--- src/rtl/conv_window_accumulator.sv ---
// conv_window_accumulator: multi-channel windowed accumulator for the convolution datapath.
// Each channel sums TAP_COUNT accepted samples. The window result is then held in a
// result register and presented on a valid/ready output.
// Optional feature: define ACCUM_SAT_EN for saturating adds with sticky per-channel
// overflow flags. Without it, adds wrap and OutOvf is tied low.
module conv_window_accumulator #(
  parameter int WIDTH     = 32,
  parameter int IN_WIDTH  = 32,
  parameter int CHANNELS  = 4,
  parameter int TAP_COUNT = 9
) (
  input  logic                          Clk,
  input  logic                          Reset,
  input  logic                          Clear,
  input  logic                          InValid,
  output logic                          InReady,
  input  logic [CHANNELS*IN_WIDTH-1:0]  InData,
  output logic                          OutValid,
  input  logic                          OutReady,
  output logic [CHANNELS*WIDTH-1:0]     OutData,
  output logic [CHANNELS-1:0]           OutOvf,
  output logic [$clog2(TAP_COUNT)-1:0]  TapCnt
);

  localparam int CNT_W = $clog2(TAP_COUNT);
  localparam logic [CNT_W-1:0] LAST_TAP = CNT_W'(TAP_COUNT - 1);

  logic signed [WIDTH-1:0] sum_q    [CHANNELS];
  logic signed [WIDTH-1:0] sum_next [CHANNELS];
  logic signed [WIDTH-1:0] ext      [CHANNELS];
  logic signed [WIDTH-1:0] raw      [CHANNELS];
  logic                    last_tap;
  logic                    accept;

  // Only the final tap of a window stalls, and only while an older result is still unread.
  assign last_tap = (TapCnt == LAST_TAP);
  assign InReady  = !Clear && !(OutValid && !OutReady && last_tap);
  assign accept   = InValid && InReady;

  // Sign-extend each channel's sample and form the plain two's complement sum.
  always_comb begin
    for (int c = 0; c < CHANNELS; c++) begin
      ext[c] = WIDTH'($signed(InData[c*IN_WIDTH +: IN_WIDTH]));
      raw[c] = sum_q[c] + ext[c];
    end
  end

`ifdef ACCUM_SAT_EN
  localparam logic signed [WIDTH-1:0] SAT_MAX = {1'b0, {(WIDTH-1){1'b1}}};
  localparam logic signed [WIDTH-1:0] SAT_MIN = {1'b1, {(WIDTH-1){1'b0}}};

  logic [CHANNELS-1:0] add_ovf;
  logic [CHANNELS-1:0] ovf_q;

  // Detect signed overflow of this add and clamp toward the operands' common sign.
  always_comb begin
    for (int c = 0; c < CHANNELS; c++) begin
      add_ovf[c]  = (sum_q[c][WIDTH-1] == ext[c][WIDTH-1]) &&
                    (raw[c][WIDTH-1] != sum_q[c][WIDTH-1]);
      sum_next[c] = raw[c];
      if (add_ovf[c]) begin
        sum_next[c] = sum_q[c][WIDTH-1] ? SAT_MIN : SAT_MAX;
      end
    end
  end

  // Overflow flags are sticky within a window and are handed to OutOvf with the result.
  always_ff @(posedge Clk or posedge Reset) begin
    if (Reset) begin
      ovf_q  <= '0;
      OutOvf <= '0;
    end else if (Clear) begin
      ovf_q <= '0;
    end else if (accept) begin
      if (last_tap) begin
        OutOvf <= ovf_q | add_ovf;
        ovf_q  <= '0;
      end else begin
        ovf_q <= ovf_q | add_ovf;
      end
    end
  end
`else
  // Wrapping arithmetic: the plain sum is the next value.
  always_comb begin
    for (int c = 0; c < CHANNELS; c++) begin
      sum_next[c] = raw[c];
    end
  end

  assign OutOvf = '0;
`endif

  // Result valid: set by a completed window, dropped once downstream takes it.
  always_ff @(posedge Clk or posedge Reset) begin
    if (Reset) begin
      OutValid <= 1'b0;
    end else if (accept && last_tap) begin
      OutValid <= 1'b1;
    end else if (OutReady) begin
      OutValid <= 1'b0;
    end
  end

  // Running sums, tap counter and result register. Clear only touches the window in progress.
  always_ff @(posedge Clk or posedge Reset) begin
    if (Reset) begin
      for (int c = 0; c < CHANNELS; c++) begin
        sum_q[c] <= '0;
      end
      TapCnt  <= '0;
      OutData <= '0;
    end else if (Clear) begin
      for (int c = 0; c < CHANNELS; c++) begin
        sum_q[c] <= '0;
      end
      TapCnt <= '0;
    end else if (accept) begin
      if (last_tap) begin
        for (int c = 0; c < CHANNELS; c++) begin
          OutData[c*WIDTH +: WIDTH] <= sum_next[c];
          sum_q[c]                  <= '0;
        end
        TapCnt <= '0;
      end else begin
        for (int c = 0; c < CHANNELS; c++) begin
          sum_q[c] <= sum_next[c];
        end
        TapCnt <= TapCnt + 1'b1;
      end
    end
  end

endmodule

--- config.mk ---
export PLATFORM = sky130hd
export DESIGN_NAME = conv_window_accumulator
export DESIGN_NICKNAME = d
export VERILOG_FILES = /design/src/rtl/conv_window_accumulator.sv
export SDC_FILE = /design/constraint.sdc
export NUM_CORES = 1
export LEC_CHECK = 0
export ABC_AREA = 1
export CORE_UTILIZATION = 60
export CTS_CLUSTER_DIAMETER = 40
export DETAILED_ROUTE_END_ITERATION = 6
export MAX_ROUTING_LAYER = met4
export PLACE_DENSITY = 0.87
export SLEW_MARGIN = 10
export SYNTH_ARGS = -nofsm -noshare
export SYNTH_HDL_FRONTEND = slang
export SYNTH_SLANG_ARGS = --single-unit
--- constraint.sdc ---
create_clock -name Clk -period 14.8 [get_ports Clk]
set_input_delay 2.22 -clock Clk [delete_from_list [all_inputs] [get_ports Clk]]
set_output_delay 2.22 -clock Clk [all_outputs]
set_load 0.03 [all_outputs]
==> results by group <==
Synth
  • Seq/Total Area, Yosys: approximately 34%
  • Top-area cell type share of the netlist area: 34.1%
  • Synthesized cell area: about 0.019 mm²
  • Top post-synthesis cells by area: dfrtp_1, nand2_1, inv_1, ha_1, nand3_1
  • Yosys Warn Count: 0
  • Post-Syn Area per Cell: 6.43 µm²
  • Yosys top cell by area: dfrtp_1
  • Syn Inst Count: 2,979
  • Unique cell type count in the Yosys netlist: 31
  • Number of synthesized register bits: approximately 260

Status
  • Outcome: completed

Setup path
  • Worst r2r src: TapCnt[0]
  • CP Data Required Time: 12,580 ps
  • Reg2reg path depth: 12
  • Crit. Startpoint: OutReady
  • Reg2Reg Setup Slack: 11,320 ps
  • Crit path capture type: primary output
  • Worst EP arrival: 3620 ps
  • Critical path type: input pin to primary output
  • Maximum fanout along the worst path: 2
  • Reg2Reg Capture Point: OutData[57]
  • Crit start category: input pin

Timing
  • Final setup fails: 0
  • Post-route minimum period: ~6000 ps
  • Rel. slew slack: between 20 and 30%
  • FMAX: 171 MHz
  • Pins Over Slew Limit: 0
  • Clock Skew: around 22 ps
  • Worst-margin pin slew: 1070 ps
  • Final worst path period share: 39.5%
  • Hold violation count in the final report: 0
  • Final TNS setup: 0 ps
  • RSZ-0062 raised after global routing: false

Drt
  • Violation count after the first detailed-route iteration: 1,860
  • Vias per cell: about 5.5
  • Routed vias: 20,383
  • Wirelength per Cell: ~17 µm
  • Drt drc: 0
  • Final wirelength: 63,000 µm
  • ANT nets after route: 0
  • DRT Pass-1 Iters: 6

Floorplan
  • Die ar.: 0.0327 mm²
  • Height of the chip: 181 µm
  • I/O Pins: 271
  • Initial Utilization: 60.9%
  • Core area: around 0.031 mm²
  • Die width: approximately 180 µm
  • Row count: 65

Power
  • LEAKAGE: 13.6 nW
  • Pwr dens: 164 mW/mm²
  • Maximum VDD drop: 0.111 mV

Global route
  • Grt ovf: 0
  • Vias in the first global route: 19,993
  • Initial antenna violation count: 3
  • First-pass GRT wire length: 101,000 µm
  • Total GRT Usage: 40.1%
  • Largest net degree at the start of global routing: around 110

Final layout
  • Area Growth Syn to Fin: 22.7%
  • Finished Layout Cells: ~3,700
  • Layout cells sized above 1: under 10%
  • Layout Nets: 3,505

Clock tree
  • CTS tree: built
  • TritonCTS buffer count: 43
  • Clk buf depth: 3
  • Setup Fix Bufs, Post-CTS: 0
  • Post-cts resize count: 0
  • H-tree depth: 2
  • Reg clk slew, reported paths: 50 ps
  • Latest clock arrival within the worst-skew pair: 560 ps
  • CTS Hold Bufs: 0
  • CTS root buf: clkbuf_16
  • Sink Count: 261

Run
  • Max_cap viols: 0

Placement
  • Final GP Congestion: 1.03
  • Post-DP HPWL: 46,200 µm
  • Dpl cells: 3,599
  • Port Buffers: approximately 270

Hold path
  • Hold EP: OutData[117]
  • Hold path startpoint: OutData[117]
  • Hold path depth: 2
  • Worst Hold Class: register to register
-- worst max-delay path, stage by stage --
cell and delay [ps]:
clkdlybuf4s50_1 480, nor2_1 80, a21oi_4 160, clkdlybuf4s50_1 690
-- placed cells by master, fill, tap and decap left out, types with 7 or more instances in the layout --
| master | synthesis | final |
|---|---|---|
| o21bai_1 | 12 | 12 |
| buf_4 | 26 | 7 |
| inv_1 | 458 | 457 |
| clkinvlp_4 | 0 | 8 |
| ha_1 | 126 | 126 |
| clkbuf_16 | 0 | 45 |
| o21ai_0 | 67 | 67 |
| clkdlybuf4s50_1 | 0 | 266 |
| nand3b_1 | 20 | 20 |
| a21oi_1 | 82 | 82 |
| nand4_1 | 12 | 12 |
| nand3_1 | 253 | 253 |
| nor2_1 | 150 | 150 |
| nand2_1 | 1369 | 1369 |
| dfrtp_1 | 261 | 261 |
| nor3_1 | 13 | 13 |
| xnor2_1 | 34 | 34 |
| o21ai_1 | 13 | 13 |
| xor2_1 | 26 | 26 |
-- sequential cells by signal, summed over array words and instances (netlist names) --
signal	cells
OutData	128
sum_q	128
TapCnt	4
OutValid	1
-- layer usage --
metal / vias to the layer above / routed length, µm / global-route usage [%]
met4: 0 / 2880 / 18.9
met2: 1090 / 28200 / 62.2
met5: - / 0 / -
met1: 9382 / 26000 / 51.2
met3: 222 / 5890 / 6.65
li1: 9689 / - / -
-- kinds of logic after synthesis --
| kind of cell | Yosys count | synth area share [%] |
|---|---|---|
| AND/OR/NAND/NOR | 1823 | 38.2 |
| buffers and inverters | 520 | 11.2 |
| flip-flops | 261 | 34.1 |
| AO/OA/AOI/OAI | 184 | 5.15 |
| adder cells (fa/ha/maj) | 130 | 8.64 |
| XOR/XNOR | 60 | 2.74 |
| other | 1 | 0.0196 |
-- Yosys cell counts --
cell type and number:
a21o_1 4, a21oi_1 82, a21oi_4 1, a22o_1 2, and3_1 1, buf_2 17, buf_4 26, buf_6 10
clkbuf_1 4, clkbuf_2 1, conb_1 1, dfrtp_1 261, fa_1 4, ha_1 126, inv_1 458, inv_2 4
nand2_1 1369, nand2_2 1, nand2_4 2, nand3_1 253, nand3b_1 20, nand4_1 12, nor2_1 150, nor2_4 2
nor3_1 13, o21ai_0 67, o21ai_1 13, o21bai_1 12, o31ai_1 3, xnor2_1 34, xor2_1 26
-- worst max-delay path by stage --
stage	cells past startpoint	slack, ps	endpoint
floorplan	1	5400	OutData[0]
global placement	4	8960	InReady
detailed placement	4	8960	InReady
CTS	4	8960	InReady
global route	4	8920	InReady
finish	4	8960	InReady
-- layout make-up --
| type | instances | area, µm² |
|---|---|---|
| Antenna cell | 3 | 7.51 |
| Clock buffer | 53 | 1210 |
| Clock inverter | 23 | 312 |
| Fill cell | 2507 | 7950 |
| Inverter | 462 | 1740 |
| Multi-Input combinational cell | 2201 | 10500 |
| Sequential cell | 261 | 6530 |
| Tap cell | 402 | 503 |
| Timing Repair Buffer | 273 | 2720 |
-- where the power goes --
part	internal, mW	switching, mW	leakage [nW]
Combinational	0.613	1.14	9.37
Clock	0.685	0.383	0.718
Sequential	0.900	0.131	3.49
-- per-stage QoR --
stage / setup slack (ps) / util (%) / total power, mW / hold WS (ps) / area [µm²]
floorplan: 5400 / - / 2.15 / 453 / 19200
global placement: 8960 / 69.9 / 2.69 / 463 / 22000
detailed placement: 8960 / 69.9 / 2.74 / 465 / 22000
CTS: 8960 / 74.7 / 3.82 / 481 / 23500
global route: 8920 / 74.8 / 4.07 / 501 / 23500
finish: 8960 / 74.8 / 3.86 / 480 / 23500
Note: power is estimated with default switching activity, not from simulation.
